File: config.mk
export PLATFORM = sky130hd
export DESIGN_NAME = tilemap_access_arbiter_flat
export DESIGN_NICKNAME = d
export VERILOG_FILES = /design/src/rtl/tilemap_access_if.sv /design/src/rtl/tilemap_access_arbiter.sv /design/src/flat_wrapper.sv
export SDC_FILE = /design/constraint.sdc
export NUM_CORES = 1
export LEC_CHECK = 0
export ABC_AREA = 1
export BUFFER_PORTS_ARGS = -buffer_cell sky130_fd_sc_hd__buf_4
export CAP_MARGIN = 20
export CORE_MARGIN = 2
export CORE_UTILIZATION = 25
export CTS_BUF_LIST = sky130_fd_sc_hd__clkbuf_4
export DETAILED_ROUTE_END_ITERATION = 10
export GPL_ROUTABILITY_DRIVEN = 0
export PLACE_DENSITY = 0.46
export SYNTH_ARGS = -nofsm -noshare
export SYNTH_HDL_FRONTEND = slang
export SYNTH_SLANG_ARGS = --single-unit
File: constraint.sdc
create_clock -name clk -period 2.8 [get_ports clk]
set_clock_uncertainty 0.05 [all_clocks]
set_input_delay 0.14 -clock clk [delete_from_list [all_inputs] [get_ports clk]]
set_output_delay 0.14 -clock clk [all_outputs]
set_load 0.02 [all_outputs]
File: src/rtl/tilemap_access_if.sv
// CPU (Avalon slave) and renderer read port of the tile-map access arbiter.
// The master modport drives requests; the slave modport is the arbiter side.
interface tilemap_access_if #(
    parameter int unsigned CODE_W = 5
);
    logic              chipselect;
    logic              write;
    logic [10:0]       address;
    logic [7:0]        writedata;
    logic              waitrequest;
    logic              rd_req;
    logic [5:0]        rd_col;
    logic [4:0]        rd_row;
    logic              rd_valid;
    logic [CODE_W-1:0] rd_code;

    modport master (
        output chipselect, write, address, writedata, rd_req, rd_col, rd_row,
        input  waitrequest, rd_valid, rd_code
    );

    modport slave (
        input  chipselect, write, address, writedata, rd_req, rd_col, rd_row,
        output waitrequest, rd_valid, rd_code
    );
endinterface

File: src/rtl/tilemap_access_arbiter.sv
// Single-port tile-map RAM arbiter: renderer reads win, then clear steps, then
// buffered CPU writes. A CPU command entry launches a full-map clear sequence.
module tilemap_access_arbiter #(
    parameter int unsigned COLS         = 40,
    parameter int unsigned ROWS         = 30,
    parameter int unsigned CODE_W       = 5,
    parameter int unsigned FIFO_DEPTH   = 4,
    parameter int unsigned STARVE_LIMIT = 64
) (
    input  logic              clk,
    input  logic              reset,
    tilemap_access_if.slave   bus,
    output logic [10:0]       mem_addr,
    output logic              mem_we,
    output logic [CODE_W-1:0] mem_wdata,
    input  logic [CODE_W-1:0] mem_rdata,
    output logic              busy,
    output logic              starve_err
);
    localparam int unsigned CELLS = COLS * ROWS;
    localparam int unsigned PTR_W = $clog2(FIFO_DEPTH);
    localparam int unsigned CNT_W = PTR_W + 1;
    localparam int unsigned SW    = $clog2(STARVE_LIMIT + 1);
    localparam logic [10:0] CMD_ADDR = 11'h7FF;
    localparam logic [10:0] LAST_IDX = 11'(CELLS - 1);

    typedef struct packed {
        logic [10:0]       addr;
        logic              clr;
        logic [CODE_W-1:0] code;
    } entry_t;

    typedef enum logic {S_IDLE, S_CLEAR} state_t;

    state_t            state, state_next;
    entry_t            fifo_mem [FIFO_DEPTH];
    entry_t            head;
    logic [PTR_W-1:0]  wr_ptr, rd_ptr;
    logic [CNT_W-1:0]  count;
    logic [10:0]       clr_cnt, clr_cnt_next;
    logic [CODE_W-1:0] clr_code, clr_code_next;
    logic [SW-1:0]     starve_cnt;
    logic              rd_req_d, rd_hit_d;
    logic              fifo_full, fifo_empty, push, pop, rd_hit;
    logic [10:0]       rd_addr;

    assign fifo_full       = (count == CNT_W'(FIFO_DEPTH));
    assign fifo_empty      = (count == '0);
    assign busy            = (state == S_CLEAR);
    assign bus.waitrequest = fifo_full | busy;
    assign push            = bus.chipselect & bus.write & ~bus.waitrequest;
    assign head            = fifo_mem[rd_ptr];
    assign rd_hit          = bus.rd_req && (bus.rd_col < 6'(COLS)) && (bus.rd_row < 5'(ROWS));
    assign rd_addr         = 11'(bus.rd_row) * 11'(COLS) + 11'(bus.rd_col);

    // Clear sequencer state
    always_ff @(posedge clk or posedge reset) begin
        if (reset) begin
            state    <= S_IDLE;
            clr_cnt  <= '0;
            clr_code <= '0;
        end else begin
            state    <= state_next;
            clr_cnt  <= clr_cnt_next;
            clr_code <= clr_code_next;
        end
    end

    // Per-cycle grant: renderer, else clear step, else FIFO pop
    always_comb begin
        state_next    = state;
        clr_cnt_next  = clr_cnt;
        clr_code_next = clr_code;
        pop           = 1'b0;
        mem_addr      = '0;
        mem_we        = 1'b0;
        mem_wdata     = '0;
        if (rd_hit) begin
            mem_addr = rd_addr;
        end else begin
            case (state)
                S_CLEAR: begin
                    mem_addr  = clr_cnt;
                    mem_we    = 1'b1;
                    mem_wdata = clr_code;
                    if (clr_cnt == LAST_IDX) state_next   = S_IDLE;
                    else                     clr_cnt_next = clr_cnt + 11'd1;
                end
                default: begin
                    if (!fifo_empty) begin
                        pop      = 1'b1;
                        mem_addr = head.addr;
                        if (head.addr == CMD_ADDR) begin
                            if (head.clr) begin
                                state_next    = S_CLEAR;
                                clr_cnt_next  = '0;
                                clr_code_next = head.code;
                            end
                        end else if (head.addr < 11'(CELLS)) begin
                            mem_we    = 1'b1;
                            mem_wdata = head.code;
                        end
                    end
                end
            endcase
        end
        if (reset) begin
            mem_addr  = '0;
            mem_we    = 1'b0;
            mem_wdata = '0;
        end
    end

    always_ff @(posedge clk) begin
        if (push) fifo_mem[wr_ptr] <= entry_t'{bus.address, bus.writedata[7], bus.writedata[CODE_W-1:0]};
    end

    // FIFO pointers; a pop at full does not make room for a same-cycle push
    always_ff @(posedge clk or posedge reset) begin
        if (reset) begin
            wr_ptr <= '0;
            rd_ptr <= '0;
            count  <= '0;
        end else begin
            if (push) wr_ptr <= wr_ptr + PTR_W'(1);
            if (pop)  rd_ptr <= rd_ptr + PTR_W'(1);
            count <= count + CNT_W'(push) - CNT_W'(pop);
        end
    end

    // Starvation watchdog: counts waiting cycles of a non-empty FIFO
    always_ff @(posedge clk or posedge reset) begin
        if (reset) begin
            starve_cnt <= '0;
            starve_err <= 1'b0;
        end else begin
            if (pop)                                               starve_cnt <= '0;
            else if (!fifo_empty && starve_cnt < SW'(STARVE_LIMIT)) starve_cnt <= starve_cnt + SW'(1);
            if (!pop && !fifo_empty && starve_cnt >= SW'(STARVE_LIMIT - 1)) starve_err <= 1'b1;
        end
    end

    // Read return: RAM data arrives one cycle after the request, registered once more
    always_ff @(posedge clk or posedge reset) begin
        if (reset) begin
            rd_req_d     <= 1'b0;
            rd_hit_d     <= 1'b0;
            bus.rd_valid <= 1'b0;
            bus.rd_code  <= '0;
        end else begin
            rd_req_d     <= bus.rd_req;
            rd_hit_d     <= rd_hit;
            bus.rd_valid <= rd_req_d;
            bus.rd_code  <= rd_hit_d ? mem_rdata : '0;
        end
    end
endmodule

File: src/flat_wrapper.sv
// flat-port wrapper written by rule: the top's interface ports become plain ports
module tilemap_access_arbiter_flat 
#(
    parameter int unsigned COLS         = 40,
    parameter int unsigned ROWS         = 30,
    parameter int unsigned CODE_W       = 5,
    parameter int unsigned FIFO_DEPTH   = 4,
    parameter int unsigned STARVE_LIMIT = 64
)
  (clk, reset, mem_addr, mem_we, mem_wdata, mem_rdata, busy, starve_err, bus_chipselect, bus_write, bus_address, bus_writedata, bus_rd_req, bus_rd_col, bus_rd_row, bus_waitrequest, bus_rd_valid, bus_rd_code);
  tilemap_access_if #(.CODE_W(CODE_W)) bus_i ();
  input  logic clk;
  input  logic reset;
  output logic [10:0] mem_addr;
  output logic mem_we;
  output logic [CODE_W-1:0] mem_wdata;
  input  logic [CODE_W-1:0] mem_rdata;
  output logic busy;
  output logic starve_err;
  input wire logic [$bits(bus_i.chipselect)-1:0] bus_chipselect;
  input wire logic [$bits(bus_i.write)-1:0] bus_write;
  input wire logic [$bits(bus_i.address)-1:0] bus_address;
  input wire logic [$bits(bus_i.writedata)-1:0] bus_writedata;
  input wire logic [$bits(bus_i.rd_req)-1:0] bus_rd_req;
  input wire logic [$bits(bus_i.rd_col)-1:0] bus_rd_col;
  input wire logic [$bits(bus_i.rd_row)-1:0] bus_rd_row;
  output wire logic [$bits(bus_i.waitrequest)-1:0] bus_waitrequest;
  output wire logic [$bits(bus_i.rd_valid)-1:0] bus_rd_valid;
  output wire logic [$bits(bus_i.rd_code)-1:0] bus_rd_code;
  assign bus_i.chipselect = bus_chipselect;
  assign bus_i.write = bus_write;
  assign bus_i.address = bus_address;
  assign bus_i.writedata = bus_writedata;
  assign bus_i.rd_req = bus_rd_req;
  assign bus_i.rd_col = bus_rd_col;
  assign bus_i.rd_row = bus_rd_row;
  assign bus_waitrequest = bus_i.waitrequest;
  assign bus_rd_valid = bus_i.rd_valid;
  assign bus_rd_code = bus_i.rd_code;
  tilemap_access_arbiter #(.COLS(COLS), .ROWS(ROWS), .CODE_W(CODE_W), .FIFO_DEPTH(FIFO_DEPTH), .STARVE_LIMIT(STARVE_LIMIT)) u_core (.clk(clk), .reset(reset), .bus(bus_i), .mem_addr(mem_addr), .mem_we(mem_we), .mem_wdata(mem_wdata), .mem_rdata(mem_rdata), .busy(busy), .starve_err(starve_err));
endmodule
After elaboration in Yosys (flattened, before gate mapping):

Memory sizes are Yosys's and may differ from the RTL's.
Index checks and enable logic that the tools add are counted.

* $add $sub $neg: 7
* multiply operators: 1
* $lt $le $gt $ge: 5
* eq/ne operators: 5
* multiplexer cells: 34
* bitwise operators: 7
* reductions and logical operators: 13

Operators with widths (count)
* two-way mux 11 bit: 9
* two-way mux 5 bit: 7
* == test 11 bit (second input constant): 2
* two-way mux 1 bit: 16
* two-way mux 7 bit: 2
* adder 11 x 1 -> 11 bit (second input constant): 1
* adder 11 x 6 -> 11 bit: 1
* < comparator 11 bit (second input constant): 1
* AND reduction 5 bit: 2
* multiplier 5 x 3 -> 8 bit (second input constant): 1
* adder 7 x 1 -> 7 bit (second input constant): 1
* >= comparator 7 x 6 -> 1 bit (second input constant): 1
* < comparator 7 bit (second input constant): 1
* < comparator 6 bit (second input constant): 1
* nonzero test 2 bit: 3
* logical AND 1 bit: 5
* < comparator 5 bit (second input constant): 1
* adder 2 x 1 -> 2 bit (second input constant): 2
* inverter 1 bit: 4
* adder 3 x 1 -> 3 bit: 1
* == test 3 bit (second input constant): 1
* zero test 3 bit: 1
* subtractor 3 x 1 -> 3 bit: 1
* AND 1 bit: 2
* other kinds (4): 5

* register bits after elaboration: 40
* memory bits (writable): 68
* bits of input ports: 40
* output and inout bits: 26
* word-level logic and storage cells: 85
* memories: 1

Memory list
* u_core.fifo_mem: words 4, width 17, read ports 1, clocked after memory_dff 0, wr ports 1, line tilemap_access_arbiter.sv:36 `entry_t fifo_mem [FIFO_DEPTH];`

Logic depth before layout (Yosys ltp):

An unclocked memory read counts as a cell.

* depth in word-level cells: 8
* depth in mapped cells: 14
* mapped depth without buffers: 13

Least setup slack after synthesis:

Ideal clock, no wire load.

* path kind: register to register
* start: register u_core.state (netlist: u_core.busy)
* end: register u_core.count[2]
* library setup time: 0.079 ns
* data arrival time: 2.595 ns
* required time: 2.671 ns
* path slack: 0.076 ns
* cell stages (with the launch flop): 15
* period minus slack after synthesis: 2.724 ns
* cell sequence: dfrtp_1 buf_2 clkinv_1 nand2_1 inv_1 nand2_1 buf_2 inv_1 ha_1 inv_1 ha_1 inv_1 fa_1 xnor2_1 xor2_1

* elaborated cells between the ends (all ways): 7

RTL lines
* start, declared: line tilemap_access_arbiter.sv:35 `state_t state, state_next;`
* start signal, assigned: line tilemap_access_arbiter.sv:63 `state <= state_next;`
* two-way mux 1 bit: line tilemap_access_arbiter.sv:81 `case (state)`
* two-way mux 1 bit: line tilemap_access_arbiter.sv:78 `if (rd_hit) begin`
* via u_core.pop: line tilemap_access_arbiter.sv:44 `logic fifo_full, fifo_empty, push, pop, rd_hit;`
* subtractor 3 x 1 -> 3 bit: line tilemap_access_arbiter.sv:127 `count <= count + CNT_W'(push) - CNT_W'(pop);`
* end signal, assigned: line tilemap_access_arbiter.sv:127
* end, declared: line tilemap_access_arbiter.sv:39 `logic [CNT_W-1:0] count;`

The timed path passes the listed nets, and every way through them passes these cells.
A chain may end at the register's enable or synchronous reset.

Worst setup path in the final report:

* start: register u_core.count[1]
* end: register u_core.count[2]

* elaborated cells between the ends (all ways): 10

RTL lines
* zero test 3 bit: line tilemap_access_arbiter.sv:48 `assign fifo_empty = (count == '0);`
* two-way mux 1 bit: line tilemap_access_arbiter.sv:90 `if (!fifo_empty) begin`
* two-way mux 1 bit: line tilemap_access_arbiter.sv:81
* two-way mux 1 bit: line tilemap_access_arbiter.sv:78
* via u_core.pop: line tilemap_access_arbiter.sv:44
* subtractor 3 x 1 -> 3 bit: line tilemap_access_arbiter.sv:127

The timed path passes the listed nets, and every way through them passes these cells.

==> reports/results.ini <==
[synthesis]
async_reset_ff_share_pct=37.0
synth_area_um2=5460
synthCells=600
yosysSeqAreaShare_pct=55.7
yosys_warnings=0
syn_avg_cell_area_um2=9.11
synth_cell_types=33
synth_enable_flop_cells=68
ys.flop_type=edfxtp_1
syn-num-nets=660
synth-seq-cells=108

[place]
dpl.hpwl_mm=9.44
portBuffers=63
place_ws_ns=0.305
dp_cells=939

[setup_path]
path_cells=inv_1 > nand3_2 > nand2_1 > inv_1 > nand2_1 > inv_1 > ha_1 > inv_1 > ha_1 > inv_1 > fa_1 > xnor2_1 > xor2_1
cp.arrival_ns=2.93
crit_required_ns=3.16
path_common_cell=inv_1
crit_family=adder cells
crit_slowest_cell=dfrtp_1
slowest_delay_ns=0.46
cp-start-kind=flip-flop
path_buf_inv=5
crit_type=reg -> reg
end_kind=flip-flop
critPathMaxFanout=7

[floorplanning]
coreArea_um2=21600
die_h_um=152
die_area_um2=23100
rows=54
ioPinCount=66
initial_core_util_pct=25.3
die_w_um=152

[global_route]
antenna_found_initial=0
met3_usage_pct=2.57
use_met2_pct=19.3
grt-busiest-layer=met2
grt_start_max_net_pins=33
grt_use_met1_pct=16.3
gr-usage-all-layers_pct=11.9
grt_pass1_wl_mm=21.9
grt-ovfl-total=0
grt_pass1_vias=4053

[timing]
period_share_pct=91.8
setup_viol=0
relSlewSlack_pct=67.2
fmax_mhz=389
fin_ws_ns=0.230
rsz0062_at_grt=no
tightest_slew_ns=0.490
min_period_ns=2.57
hold_violations=0
hold_ws_ns=0.103
tns_ns=0
slew_violations=0

[hold_path]
hold_path.class=in -> reg

[clock_network]
insertion_delay_ns=0.49
cts-root-buf=clkbuf_4
cts_buffer_depth=2
cts_tree=done
ctsHtreeMaxLevel=3
clk_pin_slew_ns=0.16
cts.sinks=108
cts_buffers=9

[layout]
area_growth_pct=22.3
nets=754
fin_cells=979
nFillCells=2317
drive_above_1_share_pct=16.0
insertedDiodeCount=0

[pwr]
finalPower_mw=5.01
p_per_area_nw_per_um2=750
leakagePower_nw=2.98
vdd_ir_drop_max_v=0.000314

[run_status]
status=complete, no violations

[route]
vias=4199
drt_iter0_drc=242
finalWirelength_mm=13.6
drt_pass1_iterations=4
drt-vias-per-instance=4.29
antenna_left=0
wl_per_cell_um=13.9
drc=0

[flow_run]
cap_viol_max_count=0

[registers in the layout (all words and copies together) (netlist names)]
signal and count:
u_core.starve_cnt 7, u_core.rd_hit_d 1, u_core.busy 1, u_core.bus.rd_valid 1, u_core.count 3, u_core.clr_cnt 11
u_core.starve_err 1, u_core.rd_req_d 1, u_core.rd_ptr 2, u_core.bus.rd_code 5, u_core.wr_ptr 2, u_core.fifo_mem 68
u_core.clr_code 5
[layer usage]
layer / wire (um) / up-vias
met3: 559 / 7
met2: 6260 / 93
met5: 0 / -
li1: - / 2158
met4: 127 / 0
met1: 6630 / 1941
[cell families (layout without fill, tap and decap cells)]
kind of cell             Yosys count  count (layout)  share of synthesized area, %
flip-flops                       108             108                          55.7
AO/OA/AOI/OAI                     56              56                          6.14
XOR/XNOR                          12              12                          1.92
buffers and inverters             97             196                          7.51
adder cells (fa/ha/maj)           20              20                          4.99
AND/OR/NAND/NOR                  307             307                          23.7
[worst min-delay path: stages]
cell     delay, ns
buf_4         0.11
nand4_1       0.26
xor2_1        0.10
[power breakdown]
group,internal [mW],switching (mW),total [mW]
Combinational,0.755,1.48,2.24
Sequential,1.90,0.105,2.00
Clock,0.211,0.560,0.770
[synthesized netlist by cell type, types with 2 or more instances]
library cell	n	area [um2]
a21oi_1	16	80.1
a31oi_1	6	37.5
buf_1	2	7.51
buf_2	7	35.0
buf_4	2	15.0
buf_6	4	45.0
clkbuf_1	6	22.5
dfrtp_1	40	1000
edfxtp_1	68	2040
fa_1	3	60.1
ha_1	17	213
inv_1	74	278
nand2_1	174	653
nand3_1	56	280
nand3_2	2	20.0
nand4_1	10	62.6
nor2_1	47	176
nor3_1	9	45.0
nor3b_1	2	15.0
nor4_1	2	12.5
o211ai_1	4	30.0
o21ai_0	20	100
o21ai_2	5	43.8
o221ai_1	3	26.3
or2_2	3	18.8
xor2_1	11	96.3
[metrics by stage]
stage | util [%] | cell area [um2]
6_report | 30.9 | 6680
5_1_grt | 30.9 | 6680
4_1_cts | 30.9 | 6670
3_5_place_dp | 29.1 | 6300
3_3_place_gp | 29.1 | 6300
2_1_floorplan | - | 5460
[path summary, 6_finish.rpt]
path	from	slack [ns]	cells after the start	to
worst max-delay path	u_core.count[1]	0.23	13	u_core.count[2]
worst min-delay path	bus_write	0.10	3	u_core.wr_ptr[0]
worst max register to register	u_core.count[1]	0.23	13	u_core.count[2]
worst min register to register	u_core.rd_req_d	0.32	0	u_core.bus.rd_valid
max in group asynchronous	reset	1.91	4	u_core.rd_ptr[0]
min in group asynchronous	reset	0.17	3	u_core.bus.rd_valid
[layout by cell type, fill, tap and decap left out, drive strengths merged, types with 2 or more instances in the layout]
cell and instances:
inv 78, buf 80, clkbuf 10, nand3 58
o211ai 4, or2 3, xor2 11, edfxtp 68
a31oi 6, clkinv 4, o21ai 25, nor3 9
nand2 175, a21oi 16, fa 3, nor4 2
dlygate4sd3 24, nand4 10, ha 17, nor3b 2
o221ai 3, dfrtp 40, nor2 47
[cell type report]
cell class,count,area (um2),share of cell area [%]
Multi-Input combinational cell,395,2010,30.1
Clock inverter,6,53.8,0.805
Tap cell,280,350,5.24
Sequential cell,108,3040,45.6
Inverter,76,290,4.35
Clock buffer,10,75.1,1.12
Timing Repair Buffer,104,853,12.8
[repair_timing]
item	in CTS	in global routing
endpoints found under the setup margin	4	5
hold buffers	24	0
resized for setup	1	3
buffers inserted	0	0
pin swaps	0	0
endpoints found under the hold margin	99	0
Power figures use the tool's default switching activity.
